## config.mk

```make
export PLATFORM = sky130hd
export DESIGN_NAME = l1d_sram_req_ctrl
export DESIGN_NICKNAME = d
export VERILOG_FILES = /design/src/rtl/l1d_sram_req_ctrl.sv
export SDC_FILE = /design/constraint.sdc
export NUM_CORES = 1
export LEC_CHECK = 0
export BUFFER_PORTS_ARGS = -buffer_cell sky130_fd_sc_hd__buf_2
export CAP_MARGIN = 20
export CORE_MARGIN = 5
export CORE_UTILIZATION = 55
export CTS_CLUSTER_SIZE = 25
export DETAILED_ROUTE_END_ITERATION = 6
export GPL_TIMING_DRIVEN = 0
export PLACE_DENSITY = 0.78
export SLEW_MARGIN = 20
export SYNTH_ARGS = -nofsm -noshare
export SYNTH_HDL_FRONTEND = slang
export SYNTH_SLANG_ARGS = --single-unit
```

## constraint.sdc

```tcl
create_clock -name clk -period 5.3 [get_ports clk]
set_input_delay 0.53 -clock clk [delete_from_list [all_inputs] [get_ports clk]]
set_output_delay 0.53 -clock clk [all_outputs]
set_load 0.01 [all_outputs]
```

## src/rtl/l1d_sram_req_ctrl.sv

```systemverilog
// Request controller for one single-port registered-input SRAM: reads, full writes,
// byte-masked writes done as read-modify-write, and a small response FIFO.
// Optional: define L1D_SRAM_REQ_WRITE_ACK_EN to return an ack entry (resp_is_wr=1) for every write.
module l1d_sram_req_ctrl #(
  parameter  int WIDTH      = 32,
  parameter  int DEPTH      = 16,
  parameter  int RESP_DEPTH = 2,
  localparam int AW         = $clog2(DEPTH),
  localparam int BW         = WIDTH / 8
) (
  input  logic             clk,
  input  logic             rst,
  input  logic             req_valid,
  output logic             req_ready,
  input  logic             req_we,
  input  logic [AW-1:0]    req_addr,
  input  logic [WIDTH-1:0] req_wdata,
  input  logic [BW-1:0]    req_wmask,
  output logic             resp_valid,
  input  logic             resp_ready,
  output logic [WIDTH-1:0] resp_rdata,
`ifdef L1D_SRAM_REQ_WRITE_ACK_EN
  output logic             resp_is_wr,
`endif
  output logic             ram_we,
  output logic [AW-1:0]    ram_a,
  output logic [WIDTH-1:0] ram_d,
  input  logic [WIDTH-1:0] ram_q
);

  localparam int CW    = $clog2(RESP_DEPTH + 1);
  localparam int SLOTS = 1 << CW;

  typedef enum logic [1:0] {
    IDLE = 2'd0,
    RD   = 2'd1,
    MRG  = 2'd2
  } state_t;

  state_t           state_q;
  logic [CW-1:0]    cnt_q;
  logic [AW-1:0]    mrg_addr_q;
  logic [WIDTH-1:0] mrg_wdata_q;
  logic [BW-1:0]    mrg_mask_q;
  logic [WIDTH-1:0] fifo_data_q [SLOTS];
`ifdef L1D_SRAM_REQ_WRITE_ACK_EN
  logic             fifo_wr_q   [SLOTS];
`endif

  logic [CW:0]      occ;
  logic             accept;
  logic             wr_full;
  logic             wr_zero;
  logic             acc_rd;
  logic             acc_fw;
  logic             acc_pw;
  logic             acc_zw;
  logic             push_rd;
  logic             push_wa;
  logic             pop;
  logic [CW+1:0]    cnt_sum;
  logic [CW-1:0]    wr_idx;

  function automatic logic [WIDTH-1:0] merge_bytes(input logic [WIDTH-1:0] old_w,
                                                   input logic [WIDTH-1:0] new_w,
                                                   input logic [BW-1:0]    mask);
    logic [WIDTH-1:0] res;
    res = old_w;
    for (int i = 0; i < BW; i++) begin
      if (mask[i]) res[8*i +: 8] = new_w[8*i +: 8];
    end
    return res;
  endfunction

  // A read in RD still owns a FIFO slot; pops in the same cycle are not credited.
  always_comb begin
    occ       = {1'b0, cnt_q} + {{CW{1'b0}}, (state_q == RD)};
    req_ready = !rst && (state_q != MRG) && (occ < (CW+1)'(RESP_DEPTH));
    accept    = req_valid && req_ready;
    wr_full   = &req_wmask;
    wr_zero   = ~|req_wmask;
    acc_rd    = accept && !req_we;
    acc_fw    = accept && req_we && wr_full;
    acc_zw    = accept && req_we && wr_zero && !wr_full;
    acc_pw    = accept && req_we && !wr_full && !wr_zero;
  end

  always_comb begin
    ram_we = 1'b0;
    ram_a  = '0;
    ram_d  = '0;
    if (!rst) begin
      if (state_q == MRG) begin
        ram_we = 1'b1;
        ram_a  = mrg_addr_q;
        ram_d  = merge_bytes(ram_q, mrg_wdata_q, mrg_mask_q);
      end else if (acc_rd || acc_pw) begin
        ram_a  = req_addr;
      end else if (acc_fw) begin
        ram_we = 1'b1;
        ram_a  = req_addr;
        ram_d  = req_wdata;
      end
    end
  end

  always_comb begin
    push_rd = (state_q == RD);
`ifdef L1D_SRAM_REQ_WRITE_ACK_EN
    push_wa = acc_fw || acc_zw || (state_q == MRG);
`else
    push_wa = 1'b0;
`endif
    pop     = resp_valid && resp_ready;
    cnt_sum = (CW+2)'(cnt_q) + (CW+2)'(push_rd) + (CW+2)'(push_wa) - (CW+2)'(pop);
    wr_idx  = cnt_q - CW'(pop);
  end

  always_ff @(posedge clk) begin
    if (rst) begin
      state_q <= IDLE;
      cnt_q   <= '0;
    end else begin
      if (acc_rd)      state_q <= RD;
      else if (acc_pw) state_q <= MRG;
      else             state_q <= IDLE;
      cnt_q <= cnt_sum[CW-1:0];
      assert (cnt_sum <= (CW+2)'(RESP_DEPTH));
    end
  end

  // Shift-style FIFO: head is always slot 0, so up to two pushes land behind the survivors.
  always_ff @(posedge clk) begin
    if (acc_pw) begin
      mrg_addr_q  <= req_addr;
      mrg_wdata_q <= req_wdata;
      mrg_mask_q  <= req_wmask;
    end
    for (int i = 0; i < SLOTS - 1; i++) begin
      if (pop) fifo_data_q[i] <= fifo_data_q[i+1];
    end
    if (push_rd) fifo_data_q[wr_idx] <= ram_q;
`ifdef L1D_SRAM_REQ_WRITE_ACK_EN
    for (int i = 0; i < SLOTS - 1; i++) begin
      if (pop) fifo_wr_q[i] <= fifo_wr_q[i+1];
    end
    if (push_rd) fifo_wr_q[wr_idx] <= 1'b0;
    if (push_wa) begin
      fifo_data_q[wr_idx + CW'(push_rd)] <= '0;
      fifo_wr_q[wr_idx + CW'(push_rd)]   <= 1'b1;
    end
`endif
  end

  assign resp_valid = (cnt_q != '0);
  assign resp_rdata = fifo_data_q[0];
`ifdef L1D_SRAM_REQ_WRITE_ACK_EN
  assign resp_is_wr = fifo_wr_q[0];
`endif

endmodule
```

Word-level counts from Yosys, hierarchy flattened
Memories as Yosys holds them, arrays and structs flattened.
Index checks and enable logic that the tools add are counted.
{"block": "totals", "ff_bits": 44, "latchBits": 0, "ramBits": 128, "mem_bits_ro": 0, "inputBits": 77, "output_inout_bits": 71, "elab_cells": 54, "memories": 1}
{"block": "classes", "n_addsub": 4, "n_mul": 0, "div_mod_pow": 0, "magnitude_cmp": 1, "n_eq_ne": 3, "n_shift": 0, "mux": 22, "bitwise_logic": 0, "n_reduce_logical": 17}
{"name": "fifo_data_q", "depth": 4, "width": 32, "read_ports": 4, "rd_clocked_by_memory_dff": 0, "wr": 4, "line": "45", "text": "logic [WIDTH-1:0] fifo_data_q [SLOTS];"}
{"cell": "$mux 32", "count": 4}
{"cell": "$mux 8", "count": 4}
{"cell": "$mux 4", "count": 4}
{"cell": "$logic_and 1x1->1", "count": 9}
{"cell": "$mux 1", "count": 9}
{"cell": "$reduce_and 4->1", "count": 1}
{"cell": "$reduce_or 4->1", "count": 1}
{"cell": "$sub 2x1->2", "count": 2}
{"cell": "$add 2x1->3", "count": 1}
{"cell": "$logic_not 1->1", "count": 3}
{"cell": "$lt 3x2->1 const B", "count": 1}
{"cell": "$add 2x1->2", "count": 1}
{"cell": "$eq 2x1->1 const B", "count": 1}
{"cell": "$eq 2x2->1 const B", "count": 1}
{"cell": "$mux 2", "count": 1}
{"cell": "$ne 2x2->1 const B", "count": 1}
{"cell": "$reduce_bool 2->1", "count": 1}
{"cell": "$reduce_or 2->1", "count": 1}
{"cell": "$logic_or 1x1->1", "count": 1}

Logic depth before layout (Yosys ltp)
{"block": "logic_depth", "ltp_word": 12, "ltp_mapped": 8, "depth_no_buf": 7}

Worst setup path after synthesis
Ideal clock, no wire load.
{"block": "synth_path", "path_kind": "input to register", "start": "input resp_ready", "end": "memory fifo_data_q[3][0] (enable)", "setup_time_ns": 0.461, "arrival_time_ns": 3.313, "t_required_ns": 4.839, "slack_ns": 1.525, "cell_stages": 5, "path_buffers": 0, "path_cell_list": "o21ai_0 > inv_1 > ha_1 > xnor2_2 > nor3_1"}
{"item": "start: declaration", "line": "20", "text": "input logic resp_ready,"}
{"item": "end: declaration", "line": "45"}

==> impl_metrics.env <==
export IMPL_outcome="completed"
export IMPL_cts_buffers=17
export IMPL_grt_max_degree=33
export IMPL_die_height_um=126.6
export IMPL_startpoint="cnt_q[1]$_SDFF_PP0_"
export IMPL_crit_chain="o21ai_0 > inv_1 > ha_1 > xnor2_2 > nor3b_4 > buf_6 > or2_2"
export IMPL_cts_sinks=172
export IMPL_core_area_sq_um=13300
export IMPL_rows=42
export IMPL_power_share_clock_pct=32.6
export IMPL_yosysWarnings=0
export IMPL_netlist_instances=436
export IMPL_pwr_share_seq_pct=48.0
export IMPL_routed_wl_um=16830
export IMPL_cp_start_kind="flop"
export IMPL_ant_nets=0
export IMPL_hold_path_class="input port to flop"
export IMPL_design_area_sq_um=9104
export IMPL_hold_start="req_wdata[7]"
export IMPL_crit_slowest_cell="or2_2"
export IMPL_synth_top_area_share_pct=67.48
export IMPL_cap_violations=0
export IMPL_cts_tree="done"
export IMPL_relSlewSlack_pct=39.92
export IMPL_clk_pin_slew_ns=0.06
export IMPL_grt_total_usage_pct=21.70
export IMPL_synth_area_leaders="edfxtp_1 (67%), mux2_2 (10%), mux2_4 (5.8%)"
export IMPL_start_util_pct=56.23
export IMPL_worstSetupPathType="flop to flop"
export IMPL_io_pins=148
export IMPL_final_period_minus_worst_setup_slack_ns=2.979
export IMPL_drc_errors=0
export IMPL_max_freq_mhz=335.7
export IMPL_setup_viol=0
export IMPL_vias_per_cell=5.681
export IMPL_gp_congestion=0.8137
export IMPL_grt_pass1_vias=4850
export IMPL_die_x_um=126.6
export IMPL_syn_avg_cell_area_sq_um=17.15
export IMPL_crit_arrival_ns=3.02
export IMPL_finalCritPeriodShare_pct=56.20
export IMPL_placement_cell_area_sq_um=8509
export IMPL_final_cell_mix="edfxtp_1 (168), buf_2 (146), mux2_2 (67)"
export IMPL_p_per_area_nw_per_um2=426.0
export IMPL_crit_fanout=32
export IMPL_wire_per_inst_um=21.14
export IMPL_area_delta_synth_final_pct=21.77
export IMPL_slowest_delay_ns=0.72
export IMPL_numPortBuffers=146
export IMPL_ctsHtreeMaxLevel=4
export IMPL_holdBufCountCts=0
export IMPL_ir_worst_vdd_v=0.0002475
export IMPL_drive_gt1_share_pct=46.85
export IMPL_fin_nets=686
export IMPL_tightest_slew_ns=0.9012
export IMPL_die_area_sq_um=16020
export IMPL_synth_distinct_cells=31
export IMPL_final_common_cell="edfxtp_1"
export IMPL_required_ns=5.34
export IMPL_drv_slew=0
export IMPL_p_sw_uw=960.2
export IMPL_p_leak_nw=3.447
export IMPL_cp_end_kind="flop"
export IMPL_comb_power_share_pct=19.4
export IMPL_final_core_util_pct=68.47
export IMPL_ctsResizeCount=0
export IMPL_grt_pass1_wl_um=26280
export IMPL_place_hpwl_um=11670
export IMPL_cts_root_buf="clkbuf_16"
export IMPL_vias=4522
export IMPL_instances_no_fill=796
export IMPL_synth_cell_area_sq_um=7476
export IMPL_worstSkewPairLatency_ns=0.43
export IMPL_switching_share_pct=24.76
export IMPL_finalHoldViolCount=0
export IMPL_antenna_found_initial=2
export IMPL_ys_ff_latch=172
export IMPL_synth_nets=516
export IMPL_drt_pass1_iter_count=4
export IMPL_power_internal_mw=2.918
export IMPL_placed_cells=763
export IMPL_totalPowerFinal_mw=3.878
export IMPL_drt_initial_drc_count=344
export IMPL_skew_ns=0.008387
export IMPL_cts_buffer_depth=2
export IMPL_synth_largest_area_cell="edfxtp_1"
export IMPL_cts_setup_buffers=0
export IMPL_timing_rr_start="cnt_q[1]$_SDFF_PP0_"
export IMPL_grt_remaining_overflow=0
export IMPL_yosysSeqAreaShare_pct=68.55
export IMPL_rsz0062_at_grt="no"
## cell families (layout without fill, tap and decap cells)
group,after synthesis,count (layout),synth area share [%]
flip-flops,172,172,68.55
multiplexers,128,128,20.20
AND/OR/NAND/NOR,58,58,4.335
AO/OA/AOI/OAI,38,38,3.397
buffers and inverters,34,217,2.561
adder cells (fa/ha/maj),3,3,0.5021
XOR/XNOR,3,3,0.4520
other,0,1,0
## through the flow
| step | hold slack [ns] | setup TNS, ns | setup slack, ns |
|---|---|---|---|
| after floorplan | 0.5231 | 0 | 1.525 |
| after global placement | 0.5244 | -2.518 | -0.07935 |
| after detailed placement | 0.5307 | 0 | 2.195 |
| after CTS | 0.2766 | 0 | 2.317 |
| after global routing | 0.2801 | 0 | 2.185 |
| final | 0.2927 | 0 | 2.321 |
## cell usage after synthesis
| cell type | number |
|---|---|
| nand2b_1 | 1 |
| o21ai_0 | 1 |
| and4_1 | 2 |
| nor2_1 | 5 |
| buf_4 | 3 |
| a31o_2 | 1 |
| buf_1 | 4 |
| xnor2_1 | 1 |
| nor3_1 | 1 |
| mux2_4 | 29 |
| nand3_1 | 32 |
| nand4_1 | 1 |
| edfxtp_1 | 168 |
| mux2_2 | 67 |
| mux2i_1 | 32 |
| inv_1 | 4 |
| clkbuf_1 | 16 |
| xor2_1 | 1 |
| buf_6 | 7 |
| nor3b_4 | 1 |
| or2_2 | 4 |
| o22ai_1 | 32 |
| nor4_1 | 1 |
| xnor2_2 | 1 |
| nand3b_1 | 2 |
| and3_1 | 4 |
| nor2b_1 | 2 |
| nand2_1 | 2 |
| ha_1 | 3 |
| dfxtp_1 | 4 |
| a32o_1 | 4 |
## flip-flops by register name, indices dropped and copies added (netlist names)
register,count
fifo_data_q,128
cnt_q,2
state_q,2
mrg_mask_q,4
mrg_addr_q,4
mrg_wdata_q,32
## power by group through the flow
stage               logic, mW  registers (mW)  clock network, mW
global placement        0.705            1.89                  0
detailed placement      0.757            1.89                  0
global route            0.808            1.88               1.35
floorplan               0.441            1.91                  0
CTS                     0.761            1.86               1.28
finish                  0.751            1.86               1.26
## layout make-up
class | count | area (sq um)
Inverter | 4 | 15.01
Clock inverter | 9 | 143.9
Antenna cell | 1 | 2.502
Sequential cell | 172 | 5125
Timing Repair Buffer | 151 | 804.5
Tap cell | 176 | 220.2
Fill cell | 938 | 4192
Buffer | 30 | 176.4
Multi-Input combinational cell | 230 | 2168
Clock buffer | 23 | 447.9
## worst max-delay path, delay by kind of cell, from the launching register on
kind / cells / cell delay (ns)
AND/OR/NAND/NOR: 2 / 1.15
flip-flops: 1 / 0.37
buffers and inverters: 2 / 0.36
AO/OA/AOI/OAI: 1 / 0.27
adder cells (fa/ha/maj): 1 / 0.24
XOR/XNOR: 1 / 0.19
## layer usage
layer	GRT usage, %	share of wire (%)	vias up	routed length, um
met4	7.571	1.5	2	249
li1	-	-	2076	-
met5	0	0.042	-	7
met3	4.960	6.0	19	1004
met1	27.63	41	2256	6972
met2	36.77	51	169	8591
## final timing paths
path	slack, ns	depth (start not counted)	to
worst max register to register	2.32	7	fifo_data_q[2][31]$_DFFE_PP_
worst min-delay path	0.29	1	mrg_wdata_q[7]$_DFFE_PP_
worst min register to register	0.54	1	fifo_data_q[1][1]$_DFFE_PP_
worst max-delay path	2.32	7	fifo_data_q[2][31]$_DFFE_PP_
(Power assumes the default switching activity.)
